## src/rtl/prefetch_fetch_stage_pkg.sv

```systemverilog
// Shared constants, pipeline handshake types and fetch-stage local types.

package constants;
  localparam logic [31:0] RESET_ADDRESS = 32'h0000_1000;
  localparam logic [31:0] MEMORY_SIZE   = 32'h0000_4000;
  localparam logic [31:0] NOP           = 32'h0000_0013;  // addi x0, x0, 0
endpackage

package pipeline_status;
  typedef enum logic {
    VALID,
    BUBBLE
  } forwards_t;

  typedef enum logic [1:0] {
    READY,
    STALL,
    JUMP
  } backwards_t;
endpackage

package prefetch_fetch_stage_pkg;
  // One prefetch buffer entry: byte PC and the instruction word fetched from it.
  typedef struct packed {
    logic [31:0] pc;
    logic [31:0] instr;
  } fetch_entry_t;

  localparam int unsigned FETCH_ENTRY_WIDTH = $bits(fetch_entry_t);

  // Sequential successor; wraps at the top of the 32-bit space.
  function automatic logic [31:0] next_pc(input logic [31:0] pc);
    return pc + 32'd4;
  endfunction

  // Jump targets are word aligned; the low two bits are ignored.
  function automatic logic [31:0] align_word(input logic [31:0] addr);
    return addr & ~32'h3;
  endfunction
endpackage

```

## src/rtl/wishbone_interface.sv

```systemverilog
// Classic Wishbone bus bundle, word addressed, 32-bit data.

interface wishbone_interface;
  logic        cyc;
  logic        stb;
  logic        we;
  logic [3:0]  sel;
  logic [29:0] adr;
  logic [31:0] write_data;
  logic [31:0] read_data;
  logic        ack;

  modport master (
    output cyc, stb, we, sel, adr, write_data,
    input  read_data, ack
  );

  modport slave (
    input  cyc, stb, we, sel, adr, write_data,
    output read_data, ack
  );
endinterface

```

## src/rtl/prefetch_fetch_stage_buffer.sv

```systemverilog
// Synchronous FIFO holding prefetched {pc, instr} entries. Flush beats push and pop.

module fetch_buffer #(
  parameter int unsigned WIDTH = 64,
  parameter int unsigned DEPTH = 4
) (
  input  logic                         clk,
  input  logic                         rst,
  input  logic                         push,
  input  logic                         pop,
  input  logic                         flush,
  input  logic [WIDTH-1:0]             push_data,
  output logic [WIDTH-1:0]             pop_data,
  output logic                         full,
  output logic                         empty,
  output logic [$clog2(DEPTH+1)-1:0]   level
);
  localparam int unsigned PTR_W   = $clog2(DEPTH);
  localparam int unsigned LEVEL_W = $clog2(DEPTH+1);

  logic [WIDTH-1:0]   mem_q [DEPTH];
  logic [PTR_W-1:0]   wr_ptr_q, rd_ptr_q;
  logic [LEVEL_W-1:0] level_q;
  logic               do_push, do_pop;

  assign full     = (level_q == LEVEL_W'(DEPTH));
  assign empty    = (level_q == '0);
  assign level    = level_q;
  assign pop_data = mem_q[rd_ptr_q];
  assign do_push  = push & ~full & ~flush;
  assign do_pop   = pop & ~empty & ~flush;

  // Pointer and occupancy bookkeeping; DEPTH is a power of two so pointers wrap naturally.
  always_ff @(posedge clk) begin
    if (rst || flush) begin
      wr_ptr_q <= '0;
      rd_ptr_q <= '0;
      level_q  <= '0;
    end else begin
      if (do_push) wr_ptr_q <= wr_ptr_q + PTR_W'(1);
      if (do_pop)  rd_ptr_q <= rd_ptr_q + PTR_W'(1);
      level_q <= level_q + LEVEL_W'(do_push) - LEVEL_W'(do_pop);
    end
  end

  // Storage array; contents need no reset since level gates every read.
  always_ff @(posedge clk) begin
    if (do_push) mem_q[wr_ptr_q] <= push_data;
  end
endmodule

```

## src/rtl/prefetch_fetch_stage.sv

```systemverilog
// Instruction fetch stage that runs single-beat Wishbone reads ahead of decode into a
// small prefetch FIFO, and flushes on JUMP redirects.

module prefetch_fetch_stage
  import pipeline_status::*;
  import prefetch_fetch_stage_pkg::*;
#(
  parameter int unsigned BUFFER_DEPTH  = 4,
  parameter logic [31:0] RESET_ADDRESS = constants::RESET_ADDRESS
) (
  input  logic                                clk,
  input  logic                                rst,
  wishbone_interface.master                   wb,
  output logic [31:0]                         instruction_reg_out,
  output logic [31:0]                         program_counter_reg_out,
  output forwards_t                           status_forwards_out,
  input  backwards_t                          status_backwards_in,
  input  logic [31:0]                         jump_address_backwards_in,
  output logic [$clog2(BUFFER_DEPTH+1)-1:0]   buffer_level_out
);
  logic [31:0]  fetch_pc_q, fetch_pc_d;
  logic [29:0]  adr_q, adr_d;
  logic         busy_q, busy_d;
  logic         discard_q, discard_d;
  logic [31:0]  instr_q, instr_d;
  logic [31:0]  pc_q, pc_d;
  forwards_t    status_q, status_d;

  logic         jump, ready, push, pop, issue;
  logic         buf_full, buf_empty;
  fetch_entry_t push_entry, head;

  assign jump  = (status_backwards_in == JUMP);
  assign ready = (status_backwards_in == READY);

  // An ack is only meaningful while our own cycle is open; a redirect kills it.
  assign push  = busy_q & wb.ack & ~discard_q & ~jump;
  assign pop   = ready & ~buf_empty;
  // With no cycle open, !full is exactly level + busy < BUFFER_DEPTH.
  assign issue = ~busy_q & (jump | ~buf_full);

  assign push_entry.pc    = fetch_pc_q;
  assign push_entry.instr = wb.read_data;

  fetch_buffer #(
    .WIDTH (FETCH_ENTRY_WIDTH),
    .DEPTH (BUFFER_DEPTH)
  ) u_buffer (
    .clk       (clk),
    .rst       (rst),
    .push      (push),
    .pop       (pop),
    .flush     (jump),
    .push_data (push_entry),
    .pop_data  (head),
    .full      (buf_full),
    .empty     (buf_empty),
    .level     (buffer_level_out)
  );

  // Next-state for fetch address, bus cycle tracking and decode-facing registers.
  always_comb begin
    fetch_pc_d = fetch_pc_q;
    adr_d      = adr_q;
    busy_d     = busy_q;
    discard_d  = discard_q;
    instr_d    = instr_q;
    pc_d       = pc_q;
    status_d   = status_q;

    if (jump) begin
      fetch_pc_d = align_word(jump_address_backwards_in);
    end else if (push) begin
      fetch_pc_d = next_pc(fetch_pc_q);
    end

    if (busy_q) begin
      if (wb.ack) begin
        // Close the cycle; cyc drops for one cycle after every ack.
        busy_d    = 1'b0;
        discard_d = 1'b0;
      end else if (jump) begin
        discard_d = 1'b1;
      end
    end else if (issue) begin
      // Latch the request address so adr stays stable even if a JUMP moves fetch_pc.
      busy_d = 1'b1;
      adr_d  = fetch_pc_d[31:2];
    end

    if (jump) begin
      status_d = BUBBLE;
    end else if (ready) begin
      if (!buf_empty) begin
        status_d = VALID;
        instr_d  = head.instr;
        pc_d     = head.pc;
      end else begin
        status_d = BUBBLE;
      end
    end
  end

  // State registers with synchronous reset.
  always_ff @(posedge clk) begin
    if (rst) begin
      fetch_pc_q <= RESET_ADDRESS;
      adr_q      <= RESET_ADDRESS[31:2];
      busy_q     <= 1'b0;
      discard_q  <= 1'b0;
      instr_q    <= constants::NOP;
      pc_q       <= RESET_ADDRESS;
      status_q   <= BUBBLE;
    end else begin
      fetch_pc_q <= fetch_pc_d;
      adr_q      <= adr_d;
      busy_q     <= busy_d;
      discard_q  <= discard_d;
      instr_q    <= instr_d;
      pc_q       <= pc_d;
      status_q   <= status_d;
    end
  end

  assign wb.cyc        = busy_q;
  assign wb.stb        = busy_q;
  assign wb.we         = 1'b0;
  assign wb.sel        = 4'hF;
  assign wb.adr        = adr_q;
  assign wb.write_data = '0;

  assign instruction_reg_out     = instr_q;
  assign program_counter_reg_out = pc_q;
  assign status_forwards_out     = status_q;
endmodule
```

## src/flat_wrapper.sv

```systemverilog
// flat-port wrapper written by rule: the top's interface ports become plain ports
module prefetch_fetch_stage_flat import pipeline_status::*; import prefetch_fetch_stage_pkg::*;
#(
  parameter int unsigned BUFFER_DEPTH  = 4,
  parameter logic [31:0] RESET_ADDRESS = constants::RESET_ADDRESS
)
  (clk, rst, instruction_reg_out, program_counter_reg_out, status_forwards_out, status_backwards_in, jump_address_backwards_in, buffer_level_out, wb_cyc, wb_stb, wb_we, wb_sel, wb_adr, wb_write_data, wb_read_data, wb_ack);
  wishbone_interface wb_i ();
  input  logic clk;
  input  logic rst;
  output logic [31:0] instruction_reg_out;
  output logic [31:0] program_counter_reg_out;
  output forwards_t status_forwards_out;
  input  backwards_t status_backwards_in;
  input  logic [31:0] jump_address_backwards_in;
  output logic [$clog2(BUFFER_DEPTH+1)-1:0] buffer_level_out;
  output wire logic [$bits(wb_i.cyc)-1:0] wb_cyc;
  output wire logic [$bits(wb_i.stb)-1:0] wb_stb;
  output wire logic [$bits(wb_i.we)-1:0] wb_we;
  output wire logic [$bits(wb_i.sel)-1:0] wb_sel;
  output wire logic [$bits(wb_i.adr)-1:0] wb_adr;
  output wire logic [$bits(wb_i.write_data)-1:0] wb_write_data;
  input wire logic [$bits(wb_i.read_data)-1:0] wb_read_data;
  input wire logic [$bits(wb_i.ack)-1:0] wb_ack;
  assign wb_cyc = wb_i.cyc;
  assign wb_stb = wb_i.stb;
  assign wb_we = wb_i.we;
  assign wb_sel = wb_i.sel;
  assign wb_adr = wb_i.adr;
  assign wb_write_data = wb_i.write_data;
  assign wb_i.read_data = wb_read_data;
  assign wb_i.ack = wb_ack;
  prefetch_fetch_stage #(.BUFFER_DEPTH(BUFFER_DEPTH), .RESET_ADDRESS(RESET_ADDRESS)) u_core (.clk(clk), .rst(rst), .wb(wb_i), .instruction_reg_out(instruction_reg_out), .program_counter_reg_out(program_counter_reg_out), .status_forwards_out(status_forwards_out), .status_backwards_in(status_backwards_in), .jump_address_backwards_in(jump_address_backwards_in), .buffer_level_out(buffer_level_out));
endmodule
```

## config.mk

```make
export PLATFORM = sky130hd
export DESIGN_NAME = prefetch_fetch_stage_flat
export DESIGN_NICKNAME = d
export VERILOG_FILES = /design/src/rtl/prefetch_fetch_stage_pkg.sv /design/src/rtl/wishbone_interface.sv /design/src/rtl/prefetch_fetch_stage_buffer.sv /design/src/rtl/prefetch_fetch_stage.sv /design/src/flat_wrapper.sv
export SDC_FILE = /design/constraint.sdc
export NUM_CORES = 1
export LEC_CHECK = 0
export ABC_AREA = 1
export ABC_CLOCK_PERIOD_IN_PS = 5920
export CAP_MARGIN = 0
export CORE_UTILIZATION = 63
export CTS_CLUSTER_SIZE = 8
export DETAILED_ROUTE_END_ITERATION = 10
export DONT_BUFFER_PORTS = 1
export GPL_TIMING_DRIVEN = 0
export PLACE_DENSITY = 0.79
export SLEW_MARGIN = 20
export SYNTH_ARGS = -nofsm -noshare
export SYNTH_HDL_FRONTEND = slang
export SYNTH_SLANG_ARGS = --single-unit
```

## constraint.sdc

```tcl
create_clock -name clk -period 5.92 [get_ports clk]
set_input_delay 0.888 -clock clk [delete_from_list [all_inputs] [get_ports clk]]
set_output_delay 0.888 -clock clk [all_outputs]
set_load 0.02 [all_outputs]
```

==> results.md <==
- Setup violations, final: 0
- Port buffer count: 0
- Worst rel slew slack: 0.476
- Antenna Violating Nets Remaining: 0
- Leak: 6.74 nW
- Drt pass-1 iters: 5
- Post-Route WL: 38900 um
- Min Tclk post-route: 3.09 ns
- Worst path max stage delay: approximately 0.63 ns
- RePlAce Congestion: 0.900
- Vias: 11200
- Post-Layout Cell Count: 1915
- Final core occ: 0.747
- Pre-CTS WS: between 2 and 3 ns
- Number of antenna violations at the first check in global routing: 0
- Mapped Cells: about 1500
- First-pass GRT wire length: 59500 um
- Share of cells above drive strength 1: 0.107
- Vias in the first global route: between 10000 and 15000
- Critical path class: register to register
- Vias per cell: 5.84
- Period utilization: 0.523
- Wire length per cell: 20.3 um
- Final WS setup: 2.83 ns
- Antenna cells: 0
- Distinct cell type count after synthesis: 45
- Later-pin clock latency in the skew report: 0.56 ns
- Setup TNS: 0 ns
- Max Cap Viol: 0
- Tightest Pin Transition: 0.784 ns
- Chip height: 158 um
- CTS Hold Bufs: 0
- Clk buf depth: 3
- Fmax: 323 MHz
- Cts repair resizes: 0
- Post-Syn Area per Cell: 10.5 um^2
- GRT overflow: 0
- Hpwl dp: 24000 um
- Die area: between 20000 and 25000 um^2
- Core area: 23600 um^2
- Layout area overhead: 15.5%
- Final Hold Viols: 0
- H-tree depth: 2
- Worst EP arrival: between 3 and 4 ns
- CTS tree: built
- Sequential fraction of the synthesis area: 0.661
- Max Slew Vio Count: 0
- Clk root buf: clkbuf_16
- RSZ-0062 raised after global routing: false
- Placement Rows: 56
- Io pins: 206
- Slowest cell on the critical path: dfxtp_1
- Synth warn: 0
- CTS Buf Count: 53
- Starting Density: 0.646
- Crit path required time: 6.40 ns
- Dpl cells: 1824
- CP Max Fanout: 10
- Mapped cell area: 15300 um^2
- Layout Nets: 1637
- Largest net degree at the start of global routing: 26
- DR DRC count: 0
- 1st-iter DRT viols: 1262
- Post-CTS setup buffers: 0
- Worst hold-check path type: input port to register
- Critical path cell sequence: nor3_1 -> nor2_1 -> buf_2 -> buf_2 -> ha_1 -> inv_1 -> ha_1 -> inv_1 -> fa_1 -> or2_2 -> a21oi_1
- Run status: finished clean
- Pwr dens: 354 nW/um^2
- Clk_skew: around 0.015 ns
- Peak supply drop: 0.283 mV
- Clock Sinks: 380
- Die width: 158 um
- Clk slew on worst S/H paths: 0.05 ns
- Total track usage: 0.318
- Synth Register Bits: between 300 and 400
- Startpoint Class: register
- Endpoint kind of the worst setup timing path: register
-- cell type report --
type	count	area, um^2
flip-flops and latches	380	10100
fillers	1534	5980
multi-input cells	915	4370
clock buffers	89	1500
plain buffers	118	666
well taps	319	399
inverters	82	308
repair buffers	10	260
clock inverters	2	36.3
-- stage by stage --
stage | power, mW | hold WS [ns] | area [um^2]
after floorplan | 3.38 | 0.482 | 15400
after global placement | 3.49 | 0.507 | 15800
after detailed placement | 3.51 | 0.517 | 16100
after CTS | 6.25 | 0.414 | 17600
after global routing | 6.41 | 0.407 | 17600
final | 6.25 | 0.422 | 17600
-- synth_stat cells, drive strengths merged --
library cell  number  share of area
nor2             328          0.086
xnor2              3         0.0017
a21o               2         0.0011
nand4              7         0.0033
o21ai            194          0.064
or2                5         0.0020
clkinv             1        0.00025
inv               81          0.020
fa                 1         0.0013
o22ai              1        0.00041
o211ai             6         0.0030
nand3b             2        0.00098
xor2               3         0.0017
conb               2        0.00049
ha                 7         0.0057
a221o              4         0.0026
nor3               8         0.0034
clkbuf            45          0.013
nand3             59          0.021
dfxtp            132           0.17
edfxtp           248           0.49
o21bai             2        0.00098
nand2            142          0.037
buf               73          0.031
a21oi             43          0.014
a31oi             59          0.024
-- worst paths after layout --
kind	from	endpoint	slack, ns	cells after the start
min	wb_read_data[0]	u_core.u_buffer.mem_q[1][0]$_DFFE_PP_	0.42	0
max	u_core.u_buffer.level[1]$_SDFF_PP0_	u_core.u_buffer.level[2]$_SDFF_PP0_	2.83	11
max reg2reg	u_core.u_buffer.level[1]$_SDFF_PP0_	u_core.u_buffer.level[2]$_SDFF_PP0_	2.83	11
min reg2reg	u_core.u_buffer.wr_ptr_q[0]$_SDFFE_PP0P_	u_core.u_buffer.wr_ptr_q[0]$_SDFFE_PP0P_	0.54	2
-- state kept, by name (all words and copies together) (netlist names), 2 cells and up --
name	flops
u_core.instruction_reg_out	32
u_core.fetch_pc_q	30
u_core.u_buffer.mem_q	248
u_core.u_buffer.rd_ptr_q	2
u_core.program_counter_reg_out	30
u_core.wb.adr	30
u_core.u_buffer.level	3
u_core.u_buffer.wr_ptr_q	2
-- cells by family after synthesis --
logic type                 share of synthesized area
DFF                                            0.661
AOI/OAI and AO/OA                              0.110
adders and majority gates                    0.00705
and+or+nand+nor                                0.154
other                                       0.000492
buffers and inverters                         0.0638
xor gates and xnor gates                     0.00344
-- layer usage --
layer,vias to the layer above,track usage,wire [um]
li1,5134,-,-
met4,0,0.137,1230
met2,702,0.521,18800
met1,5243,0.403,14200
met5,-,0,0
met3,102,0.0821,4660
-- critical path: cells and delay by family, from the launching register on --
kind,cells,cell delay [ns]
AND/OR/NAND/NOR,3,0.65
buffers and inverters,4,0.80
adder cells (fa/ha/maj),3,0.81
flip-flops,1,0.63
AO/OA/AOI/OAI,1,0.12
-- cell usage in the layout (no fill, tap or decap), drive strengths merged --
| cell | Yosys | routed |
|---|---|---|
| nand2 | 142 | 142 |
| ha | 7 | 7 |
| conb | 2 | 39 |
| buf | 73 | 83 |
| nand3 | 59 | 59 |
| xor2 | 3 | 3 |
| nand3b | 2 | 2 |
| dfxtp | 132 | 132 |
| o21bai | 2 | 2 |
| a21oi | 43 | 43 |
| o211ai | 6 | 6 |
| a221o | 4 | 4 |
| or2 | 5 | 5 |
| nand4 | 7 | 7 |
| o22ai | 1 | 1 |
| a21o | 2 | 2 |
| clkinv | 1 | 2 |
| nor3 | 8 | 8 |
| edfxtp | 248 | 248 |
| clkbuf | 45 | 134 |
| nor2 | 328 | 328 |
| xnor2 | 3 | 3 |
| fa | 1 | 1 |
| inv | 81 | 82 |
| o21ai | 194 | 194 |
| a31oi | 59 | 59 |
-- report_power, final --
part           total, mW  internal (mW)  switching, mW
Clock               2.77           1.71           1.06
Sequential          3.09           2.93          0.155
Combinational      0.390          0.128          0.262
Total               6.25           4.77           1.48
Power figures use the tool's default switching activity.
